File: src/rtl/audio_pkg.sv
// Shared definitions for the audio sample path: reader FSM states,
// flash word width and the default sample-region bounds.
package audio_pkg;

  // Flash word reader FSM states
  typedef enum logic [1:0] {
    IDLE      = 2'd0,
    READ      = 2'd1,
    WAIT_DATA = 2'd2,
    DONE      = 2'd3
  } reader_state_t;

  localparam int FLASH_WORD_W = 32;
  localparam int FLASH_ADDR_W = 23;

  // Default sample region, shared with audio_control and the top level
  localparam logic [FLASH_ADDR_W-1:0] START_ADDR = 23'h000000;
  localparam logic [FLASH_ADDR_W-1:0] END_ADDR   = 23'h07FFFF;

  // Byte enable used for every flash read: always the full word
  function automatic logic [3:0] full_word_byteenable();
    return 4'hF;
  endfunction

endpackage

File: src/rtl/flash_word_reader_if.sv
// Avalon-MM read port between the word reader (master) and the flash
// controller (slave).
interface flash_word_reader_if #(
  parameter int ADDR_W = 23
);
  import audio_pkg::*;

  logic                    flash_read;
  logic [ADDR_W-1:0]       flash_address;
  logic [3:0]              flash_byteenable;
  logic                    flash_waitrequest;
  logic [FLASH_WORD_W-1:0] flash_readdata;
  logic                    flash_readdatavalid;

  modport master (
    output flash_read,
    output flash_address,
    output flash_byteenable,
    input  flash_waitrequest,
    input  flash_readdata,
    input  flash_readdatavalid
  );

  modport slave (
    input  flash_read,
    input  flash_address,
    input  flash_byteenable,
    output flash_waitrequest,
    output flash_readdata,
    output flash_readdatavalid
  );

endinterface

File: src/rtl/wrap_addr_counter.sv
// Up/down word-address counter confined to [START_ADDR, END_ADDR].
// Stepping past either end wraps to the other; load beats step.
module wrap_addr_counter
  import audio_pkg::*;
#(
  parameter int                ADDR_W     = 23,
  parameter logic [ADDR_W-1:0] START_ADDR = audio_pkg::START_ADDR,
  parameter logic [ADDR_W-1:0] END_ADDR   = audio_pkg::END_ADDR
) (
  input  logic              clk,
  input  logic              reset,
  input  logic              step,
  input  logic              up,
  input  logic              load,
  input  logic [ADDR_W-1:0] load_val,
  output logic [ADDR_W-1:0] count
);

  localparam logic [ADDR_W-1:0] ONE = {{(ADDR_W-1){1'b0}}, 1'b1};

  logic [ADDR_W-1:0] r_count;
  logic [ADDR_W-1:0] w_next_count;

  // Next count: load, wrapped step, or hold
  always_comb begin
    w_next_count = r_count;
    if (load) begin
      w_next_count = load_val;
    end else if (step) begin
      if (up) begin
        w_next_count = (r_count == END_ADDR) ? START_ADDR : (r_count + ONE);
      end else begin
        w_next_count = (r_count == START_ADDR) ? END_ADDR : (r_count - ONE);
      end
    end else begin
      w_next_count = r_count;
    end
  end

  // Count register, parked on the first word of the region after reset
  always_ff @(posedge clk or posedge reset) begin
    if (reset) begin
      r_count <= START_ADDR;
    end else begin
      r_count <= w_next_count;
    end
  end

  assign count = r_count;

endmodule

File: src/rtl/flash_word_reader.sv
// Fetches one 32-bit flash word per audio_control request over Avalon-MM,
// walking the sample region forward or backward with wrap-around.
module flash_word_reader
  import audio_pkg::*;
#(
  parameter int                ADDR_W     = 23,
  parameter logic [ADDR_W-1:0] START_ADDR = audio_pkg::START_ADDR,
  parameter logic [ADDR_W-1:0] END_ADDR   = audio_pkg::END_ADDR
) (
  input  logic                    clk,
  input  logic                    reset,
  input  logic                    word_req,
  input  logic                    play_audio,
  input  logic                    forward,
  input  logic                    restart,
  flash_word_reader_if.master     flash,
  output logic [FLASH_WORD_W-1:0] data_out,
  output logic                    data_valid
);

  reader_state_t           r_state;
  reader_state_t           w_next_state;
  logic                    r_pending;
  logic                    w_pending_nxt;
  logic                    r_restart;
  logic                    w_restart_nxt;
  logic                    r_flash_read;
  logic [FLASH_WORD_W-1:0] r_data_out;
  logic                    r_data_valid;

  logic                    w_latch;
  logic                    w_idle_like;
  logic                    w_in_flight;
  logic                    w_load;
  logic [ADDR_W-1:0]       w_load_val;
  logic [ADDR_W-1:0]       w_addr;

  // A word lands only while waiting for it; stray data-valids are ignored
  assign w_latch     = (r_state == WAIT_DATA) && flash.flash_readdatavalid;
  // No transaction outstanding: a restart can reload immediately
  assign w_idle_like = (r_state == IDLE) || (r_state == DONE);
  // A transaction is outstanding: a restart must wait for the latch
  assign w_in_flight = (r_state == READ) || (r_state == WAIT_DATA);
  assign w_load_val  = forward ? START_ADDR : END_ADDR;
  // Reload replaces the step at the latch edge, or applies at once when idle
  assign w_load      = (w_latch && (restart || r_restart)) || (restart && w_idle_like);

  wrap_addr_counter #(
    .ADDR_W     (ADDR_W),
    .START_ADDR (START_ADDR),
    .END_ADDR   (END_ADDR)
  ) u_addr (
    .clk      (clk),
    .reset    (reset),
    .step     (w_latch),
    .up       (forward),
    .load     (w_load),
    .load_val (w_load_val),
    .count    (w_addr)
  );

  // Next-state decode for the fetch sequence
  always_comb begin
    w_next_state = r_state;
    case (r_state)
      IDLE: begin
        if ((word_req || r_pending) && play_audio) begin
          w_next_state = READ;
        end else begin
          w_next_state = IDLE;
        end
      end
      READ: begin
        if (!flash.flash_waitrequest) begin
          w_next_state = WAIT_DATA;
        end else begin
          w_next_state = READ;
        end
      end
      WAIT_DATA: begin
        if (flash.flash_readdatavalid) begin
          w_next_state = DONE;
        end else begin
          w_next_state = WAIT_DATA;
        end
      end
      DONE: begin
        if (r_pending && play_audio) begin
          w_next_state = READ;
        end else begin
          w_next_state = IDLE;
        end
      end
      default: begin
        w_next_state = IDLE;
      end
    endcase
  end

  // One-deep request memory: cleared on entering READ, resolved in DONE
  always_comb begin
    w_pending_nxt = r_pending;
    if ((w_next_state == READ) && (r_state != READ)) begin
      w_pending_nxt = 1'b0;
    end else if (r_state == DONE) begin
      w_pending_nxt = word_req && play_audio;
    end else if (word_req && w_in_flight) begin
      w_pending_nxt = 1'b1;
    end else begin
      w_pending_nxt = r_pending;
    end
  end

  // Restart seen mid-transaction is held until the word is latched
  always_comb begin
    w_restart_nxt = r_restart;
    if (w_latch) begin
      w_restart_nxt = 1'b0;
    end else if (restart && w_in_flight) begin
      w_restart_nxt = 1'b1;
    end else begin
      w_restart_nxt = r_restart;
    end
  end

  // FSM state and control flags
  always_ff @(posedge clk or posedge reset) begin
    if (reset) begin
      r_state   <= IDLE;
      r_pending <= 1'b0;
      r_restart <= 1'b0;
    end else begin
      r_state   <= w_next_state;
      r_pending <= w_pending_nxt;
      r_restart <= w_restart_nxt;
    end
  end

  // Registered outputs: read strobe tracks READ, data pulse tracks DONE
  always_ff @(posedge clk or posedge reset) begin
    if (reset) begin
      r_flash_read <= 1'b0;
      r_data_valid <= 1'b0;
      r_data_out   <= {FLASH_WORD_W{1'b0}};
    end else begin
      r_flash_read <= (w_next_state == READ);
      r_data_valid <= (w_next_state == DONE);
      if (w_latch) begin
        r_data_out <= flash.flash_readdata;
      end else begin
        r_data_out <= r_data_out;
      end
    end
  end

  assign flash.flash_read       = r_flash_read;
  assign flash.flash_address    = w_addr;
  assign flash.flash_byteenable = full_word_byteenable();
  assign data_out               = r_data_out;
  assign data_valid             = r_data_valid;

endmodule
File: src/flat_wrapper.sv
// flat-port wrapper written by rule: the top's interface ports become plain ports
module flash_word_reader_flat import audio_pkg::*;
#(
  parameter int                ADDR_W     = 23,
  parameter logic [ADDR_W-1:0] START_ADDR = audio_pkg::START_ADDR,
  parameter logic [ADDR_W-1:0] END_ADDR   = audio_pkg::END_ADDR
)
  (clk, reset, word_req, play_audio, forward, restart, data_out, data_valid, flash_flash_read, flash_flash_address, flash_flash_byteenable, flash_flash_waitrequest, flash_flash_readdata, flash_flash_readdatavalid);
  flash_word_reader_if #(.ADDR_W(ADDR_W)) flash_i ();
  input  logic clk;
  input  logic reset;
  input  logic word_req;
  input  logic play_audio;
  input  logic forward;
  input  logic restart;
  output logic [FLASH_WORD_W-1:0] data_out;
  output logic data_valid;
  output wire logic [$bits(flash_i.flash_read)-1:0] flash_flash_read;
  output wire logic [$bits(flash_i.flash_address)-1:0] flash_flash_address;
  output wire logic [$bits(flash_i.flash_byteenable)-1:0] flash_flash_byteenable;
  input wire logic [$bits(flash_i.flash_waitrequest)-1:0] flash_flash_waitrequest;
  input wire logic [$bits(flash_i.flash_readdata)-1:0] flash_flash_readdata;
  input wire logic [$bits(flash_i.flash_readdatavalid)-1:0] flash_flash_readdatavalid;
  assign flash_flash_read = flash_i.flash_read;
  assign flash_flash_address = flash_i.flash_address;
  assign flash_flash_byteenable = flash_i.flash_byteenable;
  assign flash_i.flash_waitrequest = flash_flash_waitrequest;
  assign flash_i.flash_readdata = flash_flash_readdata;
  assign flash_i.flash_readdatavalid = flash_flash_readdatavalid;
  flash_word_reader #(.ADDR_W(ADDR_W), .START_ADDR(START_ADDR), .END_ADDR(END_ADDR)) u_core (.clk(clk), .reset(reset), .word_req(word_req), .play_audio(play_audio), .forward(forward), .restart(restart), .flash(flash_i), .data_out(data_out), .data_valid(data_valid));
endmodule
File: config.mk
export PLATFORM = sky130hd
export DESIGN_NAME = flash_word_reader_flat
export DESIGN_NICKNAME = d
export VERILOG_FILES = /design/src/rtl/audio_pkg.sv /design/src/rtl/flash_word_reader_if.sv /design/src/rtl/wrap_addr_counter.sv /design/src/rtl/flash_word_reader.sv /design/src/flat_wrapper.sv
export SDC_FILE = /design/constraint.sdc
export NUM_CORES = 1
export LEC_CHECK = 0
export ABC_AREA = 0
export CAP_MARGIN = 5
export CORE_ASPECT_RATIO = 1.1
export CORE_UTILIZATION = 40
export CTS_BUF_LIST = sky130_fd_sc_hd__clkbuf_16
export DETAILED_ROUTE_END_ITERATION = 6
export PLACE_DENSITY = 0.67
export SKIP_CTS_REPAIR_TIMING = 1
export SLEW_MARGIN = 20
export SYNTH_ARGS = -nofsm -noshare
export SYNTH_HDL_FRONTEND = slang
export SYNTH_HIERARCHICAL = 1
export SYNTH_SLANG_ARGS = --single-unit
File: constraint.sdc
create_clock -name clk -period 5.7 [get_ports clk]
set_input_delay 0.855 -clock clk [delete_from_list [all_inputs] [get_ports clk]]
set_output_delay 0.855 -clock clk [all_outputs]
set_load 0.01 [all_outputs]
==> metrics <==
die width=97.5 um; routed via count=4,047; ys flop type=dfrtp_1; Residual DRC=0; Min Clock Period, post-route=3.59 ns; die height=107 um; gr ovfl total=0; largest net degree at the start of global routing=a little over 50; DRT iter0 DRCs=around 430; final period utilization=0.630; Required @ worst endpoint=5.95 ns; count of final max-slew check failures=0; Die Area=10,400 um2; DR vias/cell=5.78; Pre-Repair DR Iteration Count=6; WL per Instance=~17 um; core area=roughly 9500 um2; pre-CTS setup slack=1.48 ns; mean post-synth cell area=roughly 8.0 um2; Initial Utilization=0.421; Post-Route WL=around 12,000 um; final setup fails=0; top cell type's share of synthesized area=0.381; DP Cell Count=684; initial antenna violation count=0; endpoint class of the critical path=flip-flop; most common cell in the netlist=nand2_1; Rows=37; worst skew pair latency=roughly 0.33 ns; Distinct cells, synth=70; CTS H-tree depth=3; Layout fillers=approximately 860; Seq cells post-synth=between 60 and 70; Final Cell Area=5270 um2; Async SR Flop Fraction=1.00; Synth Cell Area=4010 um2; CTS tree=built; root buffer cell=clkbuf_16; final worst slack=2.11 ns; CTS max path bufs=2; Final Core Density=0.552; synth top area cells=dfrtp_1 (38%), nand2_1 (12%), a21oi_1 (4.2%), o21ai_0 (3.0%), clkbuf_1 (2.8%); Hold WC Path Type=flip-flop to flip-flop; max_slew headroom=0.344; worst slew pin tran=0.978 ns; RSZ-0062 raised after global routing=no; sequential-to-total area share from yosys stat=0.381; fraction of layout cells with a size suffix above 1=0.0720; Num CTS Buffers=9; area post-placement=4980 um2; peak supply drop=around 0.15 mV; startpoint types=input pin; number of port buffers=between 90 and 100; Clock Skews=0.00515 ns; Critical Path Fanout Max=44; GP Congestion=0.897; setup tns final=0 ns; Worst Setup Path Type=input pin to flip-flop; max-cap violation count=0; Antenna Cells=0; # clock sinks=61; CP arrival=3.84 ns; Non-Filler Instances=700; clock transition at the registers of the reported paths=0.05 ns; outcome=finished, final reports clean; synth cell count leaders=nand2_1 (128), dfrtp_1 (61), a21oi_1 (34); largest area contributor in the netlist=dfrtp_1; IO Count=101; number of global-route vias before repair=3,803; Nets=624; Synth Warn #=6; dpl hpwl=7920 um; Fmax=279 MHz; first-pass GRT wire length=~20,000 um; final hold viol count=0; PwrDens=~480 nW/um2; area grow syn2layout=31.3%; Total GRT Usage=0.236; Leakage=2.20 nW; Syn Inst Count=503; Post-synth EDFFs=0; Routed Antenna Nets=0
## cells by family (layout without fill, tap and decap cells)
logic type / Yosys count / after routing / synth area share
compound gates: 118 / 118 / 0.202
buf+inv: 65 / 139 / 0.0724
mux: 3 / 3 / 0.00780
fa+ha+maj: 6 / 6 / 0.0187
xor+xnor: 10 / 10 / 0.0218
simple gates: 238 / 238 / 0.295
other cells: 2 / 8 / 0.00187
flops: 61 / 61 / 0.381
## power breakdown
| part | switching (W) | internal, W |
|---|---|---|
| combinational | 0.000555 | 0.000572 |
| clock | 0.000194 | 0.000331 |
| sequential | 0.000278 | 0.000614 |
## worst paths after layout
path	end	start	depth (start not counted)	slack [ns]
worst max-delay path	u_core/u_addr/count[19]$_DFFE_PP0P_	flash_flash_readdatavalid	12	2.11
worst min-delay path	u_core/data_out[31]$_DFFE_PP0P_	u_core/data_out[31]$_DFFE_PP0P_	2	0.48
worst max register to register	u_core/u_addr/count[19]$_DFFE_PP0P_	u_core/r_state[0]$_DFF_PP0_	13	2.33
worst min register to register	u_core/data_out[31]$_DFFE_PP0P_	u_core/data_out[31]$_DFFE_PP0P_	2	0.48
max in group asynchronous	u_core/u_addr/count[16]$_DFFE_PP0P_	reset	2	4.28
min in group asynchronous	u_core/data_out[23]$_DFFE_PP0P_	reset	3	0.97
## stage by stage
stage | power [W] | hold slack, ns
4_1_cts | 0.00255 | 0.478
3_3_place_gp | 0.00198 | 0.457
2_1_floorplan | 0.00150 | 0.463
5_1_grt | 0.00271 | 0.502
6_report | 0.00254 | 0.477
3_5_place_dp | 0.00201 | 0.465
## registers in the layout, indices dropped and copies added (netlist names)
register and count:
u_core/r_pending 1, u_core/flash.flash_read 1, u_core/u_addr/count 23, u_core/r_state 2
u_core/r_restart 1, u_core/data_out 32, u_core/data_valid 1
## cells in the final DEF, fill, tap and decap left out, types with 5 or more instances in the layout
| cell | count |
|---|---|
| nor4_1 | 8 |
| nor3_1 | 9 |
| clkdlybuf4s50_1 | 96 |
| and4_1 | 6 |
| dfrtp_1 | 61 |
| ha_1 | 6 |
| inv_1 | 19 |
| a21oi_1 | 33 |
| nand3_1 | 18 |
| a31oi_1 | 9 |
| nand4_1 | 6 |
| clkbuf_16 | 9 |
| conb_1 | 8 |
| o21ai_0 | 24 |
| nand2_1 | 127 |
| or3_1 | 5 |
| xnor2_1 | 7 |
| buf_4 | 6 |
| nor2_1 | 24 |
| nor2b_1 | 6 |
## routing by layer
layer,wire length [um],up-vias,track usage
met5,0,-,0
met4,363,0,0.121
met3,1140,35,0.0535
met2,5360,233,0.357
met1,5110,1867,0.315
li1,-,1912,-
## final cells by class
| cell class | count | area, um2 | share of cell area |
|---|---|---|---|
| inverter | 21 | 78.8 | 0.0150 |
| sequential | 61 | 1530 | 0.290 |
| clock inverter | 7 | 58.8 | 0.0112 |
| multi-input combinational | 383 | 2220 | 0.422 |
| clock buffer | 9 | 225 | 0.0428 |
| tap | 117 | 146 | 0.0278 |
| timing repair buffer | 102 | 1010 | 0.191 |
## critical path, cell delays in order
cell and delay (ns):
clkdlybuf4s50_1 0.44, nand2_2 0.49, inv_2 0.07, a21oi_1 0.19, a21oi_2 0.04, buf_4 0.28, nor2b_1 0.66, a21oi_1 0.19
a41o_1 0.26, o221ai_1 0.14, o22ai_1 0.12, o21ai_0 0.09
Power figures use the tool's default switching activity.
